===== config.mk =====
export PLATFORM = sky130hd
export DESIGN_NAME = neuron_accumulator_flat
export DESIGN_NICKNAME = d
export VERILOG_FILES = /design/src/rtl/neuron_pkg.sv /design/src/rtl/neuron_accumulator_if.sv /design/src/rtl/neuron_narrow_relu.sv /design/src/rtl/neuron_accumulator.sv /design/src/flat_wrapper.sv
export SDC_FILE = /design/constraint.sdc
export NUM_CORES = 1
export LEC_CHECK = 0
export ABC_AREA = 1
export CORE_MARGIN = 1
export CORE_UTILIZATION = 57
export CTS_BUF_LIST = sky130_fd_sc_hd__clkbuf_8
export DETAILED_ROUTE_END_ITERATION = 7
export GPL_TIMING_DRIVEN = 0
export MAX_ROUTING_LAYER = met4
export PLACE_DENSITY = 0.84
export SYNTH_ARGS = -nofsm -noshare
export SYNTH_HDL_FRONTEND = slang
export SYNTH_SLANG_ARGS = --single-unit

===== constraint.sdc =====
create_clock -name clk -period 4.8 [get_ports clk]
set_clock_uncertainty 0.2 [all_clocks]
set_input_delay 1.44 -clock clk [delete_from_list [all_inputs] [get_ports clk]]
set_output_delay 1.44 -clock clk [all_outputs]
set_load 0.02 [all_outputs]

===== src/rtl/neuron_pkg.sv =====
// Shared types and helpers for the neuron accumulate stage.
package neuron_pkg;

  typedef enum logic {
    ST_ACCUM = 1'b0,
    ST_OUT   = 1'b1
  } state_e;

  // Accumulator width: product width, plus headroom for NUM_IN terms,
  // plus one bit for the bias term.
  function automatic int acc_width(input int n, input int num_in);
    return n + $clog2(num_in + 1) + 1;
  endfunction

  // Fixed-point 1.0 in Q(N-P).P, for stimulus construction.
  function automatic longint Q_ONE(input int p);
    return longint'(1) << p;
  endfunction

endpackage


===== src/rtl/neuron_accumulator_if.sv =====
// Product-in / activation-out handshake bundle for neuron_accumulator.
interface neuron_accumulator_if #(
  parameter int N      = 24,
  parameter int NUM_IN = 16
);
  localparam int CNT_W = $clog2(NUM_IN + 1);

  logic                in_valid;
  logic                in_ready;
  logic signed [N-1:0] in_data;
  logic signed [N-1:0] bias;
  logic                out_valid;
  logic                out_ready;
  logic signed [N-1:0] out_data;
  logic [CNT_W-1:0]    beat_cnt;

  modport master (
    output in_valid, in_data, bias, out_ready,
    input  in_ready, out_valid, out_data, beat_cnt
  );

  modport slave (
    input  in_valid, in_data, bias, out_ready,
    output in_ready, out_valid, out_data, beat_cnt
  );
endinterface


===== src/rtl/neuron_narrow_relu.sv =====
// Narrow a widened accumulator sum back to N bits and apply ReLU.
// Narrowing mode: define NEURON_ACC_SAT_EN for saturation, otherwise the
// low N bits are kept (two's-complement wrap). Binary point is unchanged.
module neuron_narrow_relu #(
  parameter int ACC_W = 30,
  parameter int N     = 24
) (
  input  logic signed [ACC_W-1:0] sum,
  output logic signed [N-1:0]     act
);

  localparam logic signed [ACC_W-1:0] MAX_EXT = (ACC_W'(1) <<< (N - 1)) - ACC_W'(1);
  localparam logic signed [ACC_W-1:0] MIN_EXT = -MAX_EXT - ACC_W'(1);

  function automatic logic signed [N-1:0] sat_narrow(input logic signed [ACC_W-1:0] v);
    if (v > MAX_EXT)      return MAX_EXT[N-1:0];
    else if (v < MIN_EXT) return MIN_EXT[N-1:0];
    else                  return v[N-1:0];
  endfunction

  function automatic logic signed [N-1:0] relu(input logic signed [N-1:0] v);
    return v[N-1] ? '0 : v;
  endfunction

  logic signed [N-1:0] narrowed;

`ifdef NEURON_ACC_SAT_EN
  // Clamp to the representable N-bit range.
  always_comb narrowed = sat_narrow(sum);
`else
  // Wrap: discard the headroom bits.
  logic unused_hi;
  assign unused_hi = ^sum[ACC_W-1:N];
  always_comb narrowed = sum[N-1:0];
`endif

  // Negative activations are clipped to zero.
  always_comb act = relu(narrowed);

endmodule


===== src/rtl/neuron_accumulator.sv =====
// Accumulates NUM_IN signed Q(N-P).P products, adds a bias, narrows and
// applies ReLU, then presents the activation on a valid/ready output.
// Optional build macro: NEURON_ACC_SAT_EN (saturating narrowing).
module neuron_accumulator
  import neuron_pkg::*;
#(
  parameter int N      = 24,
  parameter int P      = 20,
  parameter int NUM_IN = 16
) (
  input logic               clk,
  input logic               rst_n,
  neuron_accumulator_if.slave io
);

  localparam int ACC_W = acc_width(N, NUM_IN);
  localparam int CNT_W = $clog2(NUM_IN + 1);
  localparam logic [CNT_W-1:0] LAST_CNT = CNT_W'(NUM_IN - 1);

  if (NUM_IN < 1 || P < 0 || P > N) begin : g_param_check
    $error("neuron_accumulator: requires NUM_IN >= 1 and 0 <= P <= N");
  end

  state_e                  state_p0, state_nxt;
  logic signed [ACC_W-1:0] acc_p0;
  logic [CNT_W-1:0]        cnt_p0;
  logic signed [N-1:0]     act_p1;
  logic signed [ACC_W-1:0] in_ext, bias_ext, sum;
  logic signed [N-1:0]     act;
  logic                    fire, last;

  assign in_ext   = {{(ACC_W - N){io.in_data[N-1]}}, io.in_data};
  assign bias_ext = {{(ACC_W - N){io.bias[N-1]}}, io.bias};
  assign sum      = acc_p0 + in_ext + bias_ext;

  assign io.in_ready  = (state_p0 == ST_ACCUM);
  assign io.out_valid = (state_p0 == ST_OUT);
  assign io.out_data  = act_p1;
  assign io.beat_cnt  = cnt_p0;

  assign fire = io.in_valid && io.in_ready;
  assign last = fire && (cnt_p0 == LAST_CNT);

  neuron_narrow_relu #(
    .ACC_W (ACC_W),
    .N     (N)
  ) u_narrow_relu (
    .sum (sum),
    .act (act)
  );

  // Next state: leave ACCUM on the final beat, leave OUT when downstream takes it.
  always_comb begin
    state_nxt = state_p0;
    case (state_p0)
      ST_ACCUM: if (last)         state_nxt = ST_OUT;
      ST_OUT:   if (io.out_ready) state_nxt = ST_ACCUM;
      default:                    state_nxt = ST_ACCUM;
    endcase
  end

  // State register.
  always_ff @(posedge clk or negedge rst_n) begin
    if (!rst_n) state_p0 <= ST_ACCUM;
    else        state_p0 <= state_nxt;
  end

  // --- stage p0: running sum and beat count; stage p1: registered activation ---
  always_ff @(posedge clk or negedge rst_n) begin
    if (!rst_n) begin
      acc_p0 <= '0;
      cnt_p0 <= '0;
      act_p1 <= '0;
    end else if (fire) begin
      if (last) begin
        acc_p0 <= '0;
        cnt_p0 <= '0;
        act_p1 <= act;
      end else begin
        acc_p0 <= acc_p0 + in_ext;
        cnt_p0 <= cnt_p0 + CNT_W'(1);
      end
    end
  end

endmodule


===== src/flat_wrapper.sv =====
// flat-port wrapper written by rule: the top's interface ports become plain ports
module neuron_accumulator_flat import neuron_pkg::*;
#(
  parameter int N      = 24,
  parameter int P      = 20,
  parameter int NUM_IN = 16
)
  (clk, rst_n, io_in_valid, io_in_data, io_bias, io_out_ready, io_in_ready, io_out_valid, io_out_data, io_beat_cnt);
  neuron_accumulator_if #(.N(N), .NUM_IN(NUM_IN)) io_i ();
  input logic clk;
  input logic rst_n;
  input wire logic [$bits(io_i.in_valid)-1:0] io_in_valid;
  input wire logic [$bits(io_i.in_data)-1:0] io_in_data;
  input wire logic [$bits(io_i.bias)-1:0] io_bias;
  input wire logic [$bits(io_i.out_ready)-1:0] io_out_ready;
  output wire logic [$bits(io_i.in_ready)-1:0] io_in_ready;
  output wire logic [$bits(io_i.out_valid)-1:0] io_out_valid;
  output wire logic [$bits(io_i.out_data)-1:0] io_out_data;
  output wire logic [$bits(io_i.beat_cnt)-1:0] io_beat_cnt;
  assign io_i.in_valid = io_in_valid;
  assign io_i.in_data = io_in_data;
  assign io_i.bias = io_bias;
  assign io_i.out_ready = io_out_ready;
  assign io_in_ready = io_i.in_ready;
  assign io_out_valid = io_i.out_valid;
  assign io_out_data = io_i.out_data;
  assign io_beat_cnt = io_i.beat_cnt;
  neuron_accumulator #(.N(N), .P(P), .NUM_IN(NUM_IN)) u_core (.clk(clk), .rst_n(rst_n), .io(io_i));
endmodule

# After elaboration in Yosys (flattened, before gate mapping)
# Index checks and enable logic that the tools add are counted.
[word_totals] ff_bits=60 output_inout_bits=31
[classes] n_addsub=3 eq_ne=1 muxes=6 bitwise_logic=1 reduce_logical=3
[ops] operator="30-bit by 24-bit adder with 30-bit output" n=1
[ops] operator="30-bit 2-to-1 mux" n=1
[ops] operator="24-bit adder" n=1
[ops] operator="23-bit 2-to-1 mux" n=1
[ops] operator="5-bit by 1-bit adder with 5-bit output (second input constant)" n=1
[ops] operator="5-bit by 4-bit == test with 1-bit output (second input constant)" n=1
[ops] operator="5-bit 2-to-1 mux" n=1
[ops] operator="1-bit logical AND" n=2
[ops] operator="1-bit 2-to-1 mux" n=2
[ops] operator="1-bit case mux with 2 select lines" n=1
[ops] operator="2-bit AND reduction" n=1
[ops] operator="1-bit inverter" n=1

# Logic depth before layout (Yosys ltp)
[logic_depth] ltp_word=5 depth_mapped=24

# By module
# From an unflattened synthesis, not the netlist that was laid out.
[unflattened] hier_cells=928 area_unflattened_um2=6090.8
[by_module_without_submodules] mod="neuron_accumulator" instances=1 cells_per_inst=878 area_each_um2=5884.4
[by_module_without_submodules] mod="neuron_narrow_relu" instances=1 cells_per_inst=50 area_each_um2=206.4

# Least setup slack after synthesis
# OpenSTA, ideal clock, no wires.
[synth_path] path_kind="input port to flip-flop" startpoint="input port io_in_data[0]" endpoint="register u_core.act_p1[2], in the netlist u_core.io.out_data[2]" setup_time_ns=0.117 arrival_ns=4.314 path_slack_ns=0.169 path_stages=20 n_path_buf=1 cell_sequence="ha_1 -> fa_1 -> nand2_1 -> o21ai_1 -> a21oi_1 -> inv_1 -> nand3_1 -> nand3_1 -> or2_2 -> and2_1 -> ha_1 -> a21oi_1 -> o21ai_0 -> a21oi_1 -> nand3_2 -> inv_1 -> nand3_2 -> buf_6 -> nand3_2 -> nand2_1"
[synth_between] elab_chain_len=3
[synth_rtl] item="start: declaration" line="flat_wrapper.sv:13" rtl="input wire logic [$bits(io_i.in_data)-1:0] io_in_data;"
[synth_rtl] item="30-bit by 24-bit adder with 30-bit output"
[synth_rtl] item="24-bit adder" line="neuron_accumulator.sv:34" rtl="assign sum = acc_p0 + in_ext + bias_ext;"
[synth_rtl] item="23-bit 2-to-1 mux" line="neuron_narrow_relu.sv:22" rtl="return v[N-1] ? '0 : v;"
[synth_rtl] item="end signal: assignment" line="neuron_accumulator.sv:78" rtl="act_p1 <= act;"
[synth_rtl] item="end: declaration" line="neuron_accumulator.sv:27" rtl="logic signed [N-1:0] act_p1;"
# Every way passes these cells.
# A chain may end at the register's enable or synchronous reset.

# Final worst setup path
[layout_path] startpoint="input port io_in_data[17]" endpoint="register u_core.act_p1[4], in the netlist u_core.io.out_data[4]"
# Same word-level chain as after synthesis.

==> flow_metrics.py <==
metrics = {
    "run_status": {
        "outcome": "finished, violations left",
        "violations": "DRC",
    },
    "cells_and_area": {
        "num_antenna_cells": 0,
        "drive_gt1_share_pct": 21.6,
        "ff_latch_area_mm2": 0.00133,
        "area_growth_pct": 38.1,
        "multi_input_area_mm2": 0.00420,
        "fin_nets": 989,
        "n_fill_cell": 578,
    },
    "synth": {
        "synth_edf_count": 0,
        "avgSynthCellArea_um2": 6.79,
        "syn_area_mm2": 0.00527,
        "synth_common_cells": "nand2_1 (241), inv_1 (95), nor2_1 (66), a21oi_1 (56), dfrtp_1 (53)",
        "synthCells": 776,
        "synth_top_area_share_pct": 25.2,
        "synth_most_common_cell": "nand2_1",
        "yosys.area.top_type": "dfrtp_1",
        "syn-num-nets": 880,
        "synthTopCellsByArea": "dfrtp_1 (25%), nand2_1 (17%), ha_1 (12%), inv_1 (6.8%), a21oi_1 (5.3%)",
        "synth_cell_types": 43,
        "async_flop_share_pct": 100,
        "synth_flop_cell": "dfrtp_1",
        "seq_area_frac_synth_pct": 25.2,
        "ys_warn_count": 0,
        "ys_ff_latch": 53,
    },
    "clock_network": {
        "clkLatencyLatePin_ns": 0.31,
        "clock-sinks": 53,
        "cts_buffers": 5,
        "ctsHoldBuffers": 0,
        "htreeDepth": 2,
        "cts_root_buf": "clkbuf_8",
        "clockBufferDepth": 2,
        "cts.clk_slew.worst_paths_ns": 0.10,
        "cts_tree": "done",
    },
    "floorplanning": {
        "chipHeight_um": 98.1,
        "ios": 83,
        "initial_core_util_pct": 59.5,
        "core-area_mm2": 0.00885,
        "dieWidth_um": 98.1,
        "rows": 34,
        "die-area_mm2": 0.00963,
    },
    "drt": {
        "drc_errors": 5,
        "wl_per_cell_um": 17.1,
        "num_vias": 5678,
        "vias_per_cell": 5.71,
        "drt_iter0_markers": 428,
        "ant_nets": 0,
        "dr.pass1.iters": 8,
        "routed_wl_um": 17000,
    },
    "sta": {
        "hold_ws_ns": 0.287,
        "slew_viol_final": 0,
        "max_freq_mhz": 211,
        "fin_ws_ns": 0.0689,
        "tightest_slew_ns": 0.863,
        "maxSlewHeadroom_pct": 42.2,
        "fin_crit_ns": 4.73,
        "hold_violations": 0,
        "fin_crit_sh_pct": 98.6,
        "setup_viol": 0,
    },
    "critical_path": {
        "setup.worst_path.class": "in2reg",
        "crit_family": "simple AND/OR/NAND/NOR gates",
        "max_stage_delay_ns": 0.46,
        "arrival_ns": 4.74,
        "start_kind": "input port",
        "cp_max_fo": 5,
        "end_kind": "register",
        "cpMaxStageDelayCell": "clkdlybuf4s50_1",
        "cp_num_buf_inv": 6,
        "cp.required_ns": 4.81,
        "crit_chain": "clkdlybuf4s50_1 > ha_4 > nand2_2 > nor2_2 > inv_1 > nor2_2 > nand3_1 > nand3_4 > xor2_4 > buf_4 > ha_1 > nand2_2 > nor2_4 > nand2_1 > nor2_1 > nand2_1 > nand3_2 > inv_2 > nand3_4 > buf_6 > buf_8 > nand3_2 > nand2_1",
        "crit_path_frequent_cell": "nand2_1",
    },
    "global_routing": {
        "grt_pass1_wl_um": 25400,
        "grt_max_degree": 31,
        "grt_pass1_vias": 5352,
        "grt.total_usage_pct": 34.2,
        "grt_antenna_before_repair": 0,
        "grt.overflow.total": 0,
    },
    "place": {
        "hpwlAfterDp_um": 12200,
        "numPortBuffers": 81,
        "pre_cts_slack_ns": -0.875,
        "place_congestion": 0.894,
    },
    "run": {
        "cap_violations": 0,
    },
    "min_path": {
        "min_path_type": "reg2reg",
    },
}
-- final cells by class --
class,count,area share [%]
Sequential cell,53,18.2
Clock inverter,1,0.0688
Inverter,98,5.06
Buffer,13,1.48
Multi-Input combinational cell,612,57.7
Tap cell,108,1.86
Clock buffer,7,1.32
Timing Repair Buffer,102,14.3
-- metrics by stage --
stage / std cells / TNS (ns) / util, % / cell area, µm²
final: 994 / 0 / 82.2 / 7280
after CTS: 984 / 0 / 75.4 / 6670
after floorplan: 776 / 0 / - / 5270
after detailed placement: 966 / -19.47 / 70.4 / 6230
after global placement: 965 / -18.42 / 70.2 / 6210
after global routing: 994 / -0.606 / 82.2 / 7280
-- placed cells by master, fill, tap and decap left out, types with 5 or more instances in the layout --
cell type / synthesis / routed
a22o_1: 8 / 8
nand2_2: 7 / 21
a21oi_2: 3 / 14
ha_2: 0 / 6
nand4_1: 9 / 9
nand3_1: 38 / 32
xnor2_1: 9 / 7
xor2_1: 15 / 9
inv_2: 3 / 6
nor2_2: 4 / 12
inv_1: 95 / 92
ha_1: 50 / 18
ha_4: 0 / 26
o21ai_2: 1 / 5
nand2_1: 241 / 227
dlymetal6s2s_1: 0 / 14
a21o_1: 5 / 5
clkbuf_8: 0 / 7
nand3_2: 24 / 28
a21oi_1: 56 / 39
buf_4: 1 / 18
a21oi_4: 0 / 6
dfrtp_1: 53 / 53
nor2_1: 66 / 56
clkdlybuf4s50_1: 0 / 66
o21ai_0: 27 / 22
o21bai_1: 12 / 10
clkbuf_1: 7 / 7
nor3_1: 7 / 5
-- logic make-up (layout without fill, tap and decap cells) --
group,after synthesis,in the layout,share of synthesized area (%)
AND/OR/NAND/NOR,415,415,36.0
AO/OA/AOI/OAI,120,120,13.3
buffers and inverters,111,221,8.88
flip-flops,53,53,25.2
adder cells (fa/ha/maj),52,52,12.6
XOR/XNOR,24,24,3.99
other,1,1,0.0712
-- path summary, 6_finish.rpt --
check	startpoint	to	slack (ns)	depth (start not counted)
worst max register to register	u_core.acc_p0[0]	u_core.io.out_data[4]	1.04	22
min in group asynchronous	rst_n	u_core.acc_p0[18]	0.92	1
max in group asynchronous	rst_n	u_core.io.out_data[13]	2.88	2
worst max-delay path	io_in_data[17]	u_core.io.out_data[4]	0.07	23
worst min-delay path	u_core.io.out_data[11]	u_core.io.out_data[11]	0.29	2
worst min register to register	u_core.io.out_data[11]	u_core.io.out_data[11]	0.29	2
-- sequential cells by signal, summed over array words and instances, names as in the netlist --
signal and cells:
u_core.io.beat_cnt 5, u_core.io.out_valid 1, u_core.io.out_data 23, u_core.acc_p0 24
-- routing by layer --
layer,routed length (µm),GRT usage (%)
met1,7470,45.4
met2,7950,54.7
met3,1050,3.36
met4,548,11.7
met5,0,-
-- worst reg2reg max path, stage by stage (launching register included) --
cell	delay [ns]
dfrtp_1	0.41
ha_2	0.21
fa_2	0.37
nand2_2	0.10
o21ai_4	0.09
a21o_1	0.23
nand2_1	0.09
nand2_2	0.08
nand2_2	0.10
inv_1	0.06
o21ai_2	0.13
and2_4	0.19
ha_4	0.22
a21oi_4	0.16
o21bai_2	0.10
a21oi_2	0.14
nand3_2	0.11
inv_2	0.08
nand3_4	0.16
buf_6	0.17
buf_8	0.12
nand3_2	0.07
nand2_1	0.06
-- what timing repair did --
action / 4_1_cts / 5_1_grt
hold endpoints to repair: 0 / 0
cloned: 1 / 0
resized for setup: 45 / 104
buffers inserted: 9 / 10
pin swaps: 13 / 34
endpoints found under the setup margin: 23 / 23
Power is left out: the tool's default activity adds up to more than one toggle a clock period on the data nets, which glitch-free logic cannot reach.
